[config.mk]
export PLATFORM = sky130hd
export DESIGN_NAME = clock_timer_multi_flat
export DESIGN_NICKNAME = d
export VERILOG_FILES = /design/src/rtl/clock_timer_multi_if.sv /design/src/rtl/clock_timer_multi.sv /design/src/flat_wrapper.sv
export SDC_FILE = /design/constraint.sdc
export NUM_CORES = 1
export LEC_CHECK = 0
export BUFFER_PORTS_ARGS = -buffer_cell sky130_fd_sc_hd__buf_2
export CAP_MARGIN = 5
export CELL_PAD_IN_SITES_DETAIL_PLACEMENT = 1
export CELL_PAD_IN_SITES_GLOBAL_PLACEMENT = 2
export CORE_MARGIN = 2
export CORE_UTILIZATION = 34
export CTS_CLUSTER_SIZE = 20
export DETAILED_ROUTE_END_ITERATION = 10
export PLACE_DENSITY = 0.83
export SYNTH_ARGS = -nofsm -noshare
export SYNTH_HDL_FRONTEND = slang
export SYNTH_SLANG_ARGS = --single-unit
export TNS_END_PERCENT = 10
[constraint.sdc]
create_clock -name clk -period 1.89 [get_ports clk]
set_input_delay 0.0945 -clock clk [delete_from_list [all_inputs] [get_ports clk]]
set_output_delay 0.0945 -clock clk [all_outputs]
set_load 0.005 [all_outputs]
[src/rtl/clock_timer_multi_if.sv]
// Register/strobe bus of the multi-channel clock timer.
// The master drives the strobes and write data; the slave is the timer itself.
interface clock_timer_multi_if #(
  parameter int unsigned CHANNELS = 4,
  parameter int unsigned NIBBLES  = 2
);
  localparam int unsigned SelW = (NIBBLES > 1) ? $clog2(NIBBLES) : 1;

  logic                clk_en;
  logic                run;
  logic                timer_reset;
  logic                mask_we;
  logic [CHANNELS-1:0] mask_wdata;
  logic [CHANNELS-1:0] mask;
  logic                factor_re;
  logic [CHANNELS-1:0] factor;
  logic                interrupt;
  logic                data_re;
  logic [SelW-1:0]     data_sel;
  logic [3:0]          data_out;

  modport master (
    output clk_en, run, timer_reset, mask_we, mask_wdata, factor_re, data_re, data_sel,
    input  mask, factor, interrupt, data_out
  );

  modport slave (
    input  clk_en, run, timer_reset, mask_we, mask_wdata, factor_re, data_re, data_sel,
    output mask, factor, interrupt, data_out
  );
endinterface

[src/rtl/clock_timer_multi.sv]
// Free-running prescaler with sticky per-channel tap interrupts, a mask register and a
// nibble-wide read window with snapshot for tear-free multi-nibble reads.
module clock_timer_multi #(
  parameter int unsigned         COUNTER_WIDTH = 15,
  parameter int unsigned         CHANNELS      = 4,
  parameter logic [CHANNELS*8-1:0] TAPS        = {8'd14, 8'd13, 8'd11, 8'd9},
  parameter int unsigned         DATA_LSB      = 7,
  parameter int unsigned         NIBBLES       = 2
) (
  input logic                 clk,
  input logic                 reset_n,
  clock_timer_multi_if.slave  bus
);

  logic [COUNTER_WIDTH-1:0] counter_q, counter_d;
  logic [COUNTER_WIDTH-1:0] snapshot_q, snapshot_d;
  logic [CHANNELS-1:0]      factor_q, factor_d;
  logic [CHANNELS-1:0]      mask_q, mask_d;
  logic [CHANNELS-1:0]      factor_set;
  logic                     advance;

  // A cleared counter never counts as advancing, so timer_reset also suppresses sets.
  assign advance = bus.clk_en & bus.run & ~bus.timer_reset;

  for (genvar i = 0; i < CHANNELS; i++) begin : g_tap
    localparam int unsigned Tap = 32'(TAPS[i*8 +: 8]);
    localparam logic [COUNTER_WIDTH-1:0] TapOnes =
        COUNTER_WIDTH'((64'd1 << (Tap + 1)) - 64'd1);

    if (Tap >= COUNTER_WIDTH) begin : g_bad_tap
      $error("clock_timer_multi: TAPS entry exceeds counter width");
    end

    // Low bits all ones while advancing == falling edge of the tap bit.
    assign factor_set[i] = advance & ((counter_q & TapOnes) == TapOnes);
  end

  if (DATA_LSB + 4 * NIBBLES > COUNTER_WIDTH) begin : g_bad_window
    $error("clock_timer_multi: read windows exceed counter width");
  end

  always_comb begin
    counter_d  = counter_q;
    snapshot_d = snapshot_q;
    mask_d     = mask_q;
    if (bus.timer_reset) begin
      counter_d = '0;
    end else if (bus.clk_en && bus.run) begin
      counter_d = counter_q + COUNTER_WIDTH'(1);
    end
    // A set coinciding with a read survives; everything else is cleared.
    factor_d = bus.factor_re ? factor_set : (factor_q | factor_set);
    if (bus.mask_we) begin
      mask_d = bus.mask_wdata;
    end
    if (bus.data_re && (bus.data_sel == '0)) begin
      snapshot_d = counter_q;
    end
  end

  always_ff @(posedge clk or negedge reset_n) begin
    if (!reset_n) begin
      counter_q  <= '0;
      snapshot_q <= '0;
      factor_q   <= '0;
      mask_q     <= '0;
    end else begin
      counter_q  <= counter_d;
      snapshot_q <= snapshot_d;
      factor_q   <= factor_d;
      mask_q     <= mask_d;
    end
  end

  // Window 0 reads live; higher windows read the copy taken by the last window-0 read.
  always_comb begin
    bus.data_out = 4'h0;
    if (bus.data_re && (32'(bus.data_sel) < NIBBLES)) begin
      if (bus.data_sel == '0) begin
        bus.data_out = 4'(counter_q >> DATA_LSB);
      end else begin
        bus.data_out = 4'(snapshot_q >> (DATA_LSB + 4 * 32'(bus.data_sel)));
      end
    end
  end

  assign bus.factor    = factor_q;
  assign bus.mask      = mask_q;
  assign bus.interrupt = |(factor_q & mask_q);

endmodule

[src/flat_wrapper.sv]
// flat-port wrapper written by rule: the top's interface ports become plain ports
module clock_timer_multi_flat 
#(
  parameter int unsigned         COUNTER_WIDTH = 15,
  parameter int unsigned         CHANNELS      = 4,
  parameter logic [CHANNELS*8-1:0] TAPS        = {8'd14, 8'd13, 8'd11, 8'd9},
  parameter int unsigned         DATA_LSB      = 7,
  parameter int unsigned         NIBBLES       = 2
)
  (clk, reset_n, bus_clk_en, bus_run, bus_timer_reset, bus_mask_we, bus_mask_wdata, bus_factor_re, bus_data_re, bus_data_sel, bus_mask, bus_factor, bus_interrupt, bus_data_out);
  clock_timer_multi_if #(.CHANNELS(CHANNELS), .NIBBLES(NIBBLES)) bus_i ();
  input logic clk;
  input logic reset_n;
  input wire logic [$bits(bus_i.clk_en)-1:0] bus_clk_en;
  input wire logic [$bits(bus_i.run)-1:0] bus_run;
  input wire logic [$bits(bus_i.timer_reset)-1:0] bus_timer_reset;
  input wire logic [$bits(bus_i.mask_we)-1:0] bus_mask_we;
  input wire logic [$bits(bus_i.mask_wdata)-1:0] bus_mask_wdata;
  input wire logic [$bits(bus_i.factor_re)-1:0] bus_factor_re;
  input wire logic [$bits(bus_i.data_re)-1:0] bus_data_re;
  input wire logic [$bits(bus_i.data_sel)-1:0] bus_data_sel;
  output wire logic [$bits(bus_i.mask)-1:0] bus_mask;
  output wire logic [$bits(bus_i.factor)-1:0] bus_factor;
  output wire logic [$bits(bus_i.interrupt)-1:0] bus_interrupt;
  output wire logic [$bits(bus_i.data_out)-1:0] bus_data_out;
  assign bus_i.clk_en = bus_clk_en;
  assign bus_i.run = bus_run;
  assign bus_i.timer_reset = bus_timer_reset;
  assign bus_i.mask_we = bus_mask_we;
  assign bus_i.mask_wdata = bus_mask_wdata;
  assign bus_i.factor_re = bus_factor_re;
  assign bus_i.data_re = bus_data_re;
  assign bus_i.data_sel = bus_data_sel;
  assign bus_mask = bus_i.mask;
  assign bus_factor = bus_i.factor;
  assign bus_interrupt = bus_i.interrupt;
  assign bus_data_out = bus_i.data_out;
  clock_timer_multi #(.COUNTER_WIDTH(COUNTER_WIDTH), .CHANNELS(CHANNELS), .TAPS(TAPS), .DATA_LSB(DATA_LSB), .NIBBLES(NIBBLES)) u_core (.clk(clk), .reset_n(reset_n), .bus(bus_i));
endmodule
==> impl_metrics.py <==
metrics = {
    "outcome": {
        "status": "finished clean",
    },
    "finish": {
        "finalInstanceArea_mm2": 0.001569,
        "fillers": 442,
        "drive_above_1_share_pct": 30.00,
        "multi_input_area_um2": 634.4,
        "regArea_um2": 675.6,
        "insertedDiodeCount": 0,
        "fin_nets": 165,
        "area_delta_synth_final_pct": 16.65,
    },
    "route": {
        "wl_per_cell_um": 14.02,
        "dr.first_iter.drc_count": 33,
        "ant_nets": 0,
        "drcViolationCount": 0,
        "via_per_inst": 4.904,
        "drt-total-wl_mm": 2.776,
        "dr.pass1.iters": 3,
        "vias": 971,
    },
    "synth": {
        "synth_edf_count": 0,
        "ys_top_cells_by_count": "27 x dfrtp_1, 15 x nor2_1, 8 x mux2_2, 8 x nor2b_1, 7 x xnor2_1",
        "synth_cell_types": 28,
        "synth_top_area_share_pct": 50.23,
        "yosysWarnings": 0,
        "async_reset_ff_share_pct": 100.0,
        "syn_inst": 124,
        "ys_seq_area_share_pct": 50.23,
        "yosysMostFrequentCell": "dfrtp_1",
        "synth_nets": 138,
        "synth.largest_area_cell": "dfrtp_1",
        "avgSynthCellArea_um2": 10.85,
        "ys.flop_type": "dfrtp_1",
        "synth_area_leaders": "dfrtp_1 50%, mux2_2 6.7%, xnor2_1 4.6%",
        "syn_area_mm2": 0.001345,
        "ys_seq_elements": 27,
    },
    "sta": {
        "skew_ns": 0.003223,
        "finalHoldViolCount": 0,
        "finalCriticalPeriod_ns": 1.615,
        "worst_pin_slew_ns": 0.6097,
        "max_slew_margin_pct": 59.36,
        "fin_crit_sh_pct": 85.46,
        "fin_tns_setup_ns": 0,
        "setup_violations": 0,
        "drv_slew": 0,
        "max_freq_mhz": 619.1,
        "rsz0062_at_grt": "false",
        "fin_ws_ns": 0.2748,
    },
    "worst_hold_path": {
        "hold_class": "in -> reg",
    },
    "power_and_ir_drop": {
        "power_leakage_nw": 0.7248,
        "ir_worst_vdd_v": 0.0002795,
        "clockPowerShare_pct": 32.4,
        "switching_share_pct": 22.32,
        "p_int_mw": 0.7720,
        "power.density_mw_per_mm2": 633.4,
        "p_switching_mw": 0.2218,
        "p_comb_share_pct": 7.4,
        "seqPwrFrac_pct": 60.1,
    },
    "floorplan": {
        "die_w_um": 66.90,
        "initial_core_util_pct": 35.93,
        "num_rows": 22,
        "dieArea_mm2": 0.004475,
        "ios": 26,
        "core_mm2": 0.003744,
        "die_h_um": 66.90,
    },
    "global_route": {
        "grt-ovfl-total": 0,
        "antenna_found_initial": 0,
        "grt_pass1_vias": 1037,
        "grt_pass1_wl_mm": 4.747,
        "grt_max_degree": 28,
        "grt.total_usage_pct": 14.28,
    },
    "setup_path": {
        "cp-start-kind": "flip-flop",
        "reg2reg_depth": 5,
        "r2r_slack_ns": 0.27,
        "crit_path_end": "u_core.counter_q[14]",
        "crit_fanout": 5,
        "crit_required_ns": 2.05,
        "startpoint": "u_core.counter_q[0]",
        "reg2reg_from": "u_core.counter_q[0]",
        "crit_arrival_ns": 1.78,
        "worstSetupPathType": "reg -> reg",
        "cp-end-kind": "flip-flop",
        "timing.rr.end": "u_core.counter_q[14]",
    },
    "clocking": {
        "postCtsHoldBufs": 1,
        "clock_path_buffers": 2,
        "post-cts-setup-buffer-count": 0,
        "ctsHtreeMaxLevel": 1,
        "cts.sinks": 27,
        "post_cts_resized": 0,
        "cts_buffers": 3,
        "clkLatencyLatePin_ns": 0.27,
        "path_clk_slew_ns": 0.08,
        "tritoncts": "done",
        "root_buffer": "clkbuf_8",
    },
    "placed_design": {
        "gp_congestion": 0.7107,
        "io_buffers": 25,
        "pre_cts_slack_ns": 0.2761,
        "dp_hpwl_mm": 2.105,
        "placed_area_mm2": 0.001514,
    },
    "job": {
        "max_cap_viol_count": 0,
    },
}
-- layout make-up --
class,instances,area share (%)
inverter,5,1.196
tap,48,3.828
timing repair buffer,26,8.612
clock buffer,4,2.871
multi-input combinational,88,40.43
sequential,27,43.06
-- cell usage in the layout (no fill, tap or decap), drive strengths merged, types with 3 or more instances in the layout --
cell,n
o22ai,3
mux2i,4
xnor2,7
nand2,8
nor4,3
nor3,3
inv,5
nand4,3
nor2b,8
buf,25
dfrtp,27
nand3,9
nor2,15
mux2,12
clkbuf,4
-- per-layer routing --
layer	vias up	share of wire [%]	track usage, %
met4	0	1.9	6.122
met3	5	3.8	2.534
met5	-	0	0
met1	474	44	16.19
li1	474	-	-
met2	18	50	26.00
-- cells by family (layout without fill, tap and decap cells) --
| family | Yosys count | count (layout) | share of synthesized area, % |
|---|---|---|---|
| multiplexers | 16 | 16 | 13.30 |
| AND/OR/NAND/NOR | 53 | 53 | 23.07 |
| AO/OA/AOI/OAI | 9 | 9 | 4.000 |
| XOR/XNOR | 9 | 9 | 5.861 |
| buffers and inverters | 9 | 35 | 2.604 |
| flip-flops | 27 | 27 | 50.23 |
| adder cells (fa/ha/maj) | 1 | 1 | 0.9301 |
-- sequential cells by signal, summed over array words and instances (netlist names) --
register,flops
u_core.bus.factor,4
u_core.bus.mask,4
u_core.counter_q,15
u_core.snapshot_q,4
-- through the flow --
step	cells	power (mW)	utilization (%)	hold slack [ns]
detailed placement	193	0.6839	40.44	0.1388
global placement	193	0.6792	40.44	0.1287
CTS	198	1.020	41.91	0.03963
finish	198	0.9938	41.91	0.05291
floorplan	124	0.6412	-	-0.2011
global route	198	1.051	41.91	0.04634
-- how the worst min path moves through the flow --
stage / start / to / slack [ns] / depth (start not counted)
4_1_cts: bus_factor_re / u_core.bus.factor[2] / 0.04 / 2
6_report: bus_mask_wdata[0] / u_core.bus.mask[0] / 0.05 / 2
3_3_place_gp: reset_n / u_core.bus.factor[1] / 0.13 / 1
2_1_floorplan: reset_n / u_core.bus.factor[0] / -0.20 / 0
3_5_place_dp: reset_n / u_core.bus.mask[3] / 0.14 / 1
5_1_grt: bus_factor_re / u_core.bus.factor[2] / 0.05 / 2
-- power groups by stage --
stage | clock, mW | sequential [mW] | combinational (mW)
3_5_place_dp | 0 | 0.610 | 0.0742
4_1_cts | 0.346 | 0.598 | 0.0759
2_1_floorplan | 0 | 0.609 | 0.0322
6_report | 0.322 | 0.598 | 0.0738
3_3_place_gp | 0 | 0.609 | 0.0704
5_1_grt | 0.368 | 0.599 | 0.0827
-- critical path, stage by stage (launching register included) --
cell and delay, ns:
dfrtp_1 0.41, ha_1 0.18, nand3_2 0.13, nor4_4 0.36, nand3_2 0.12, mux2_4 0.31
Power figures use the tool's default switching activity.
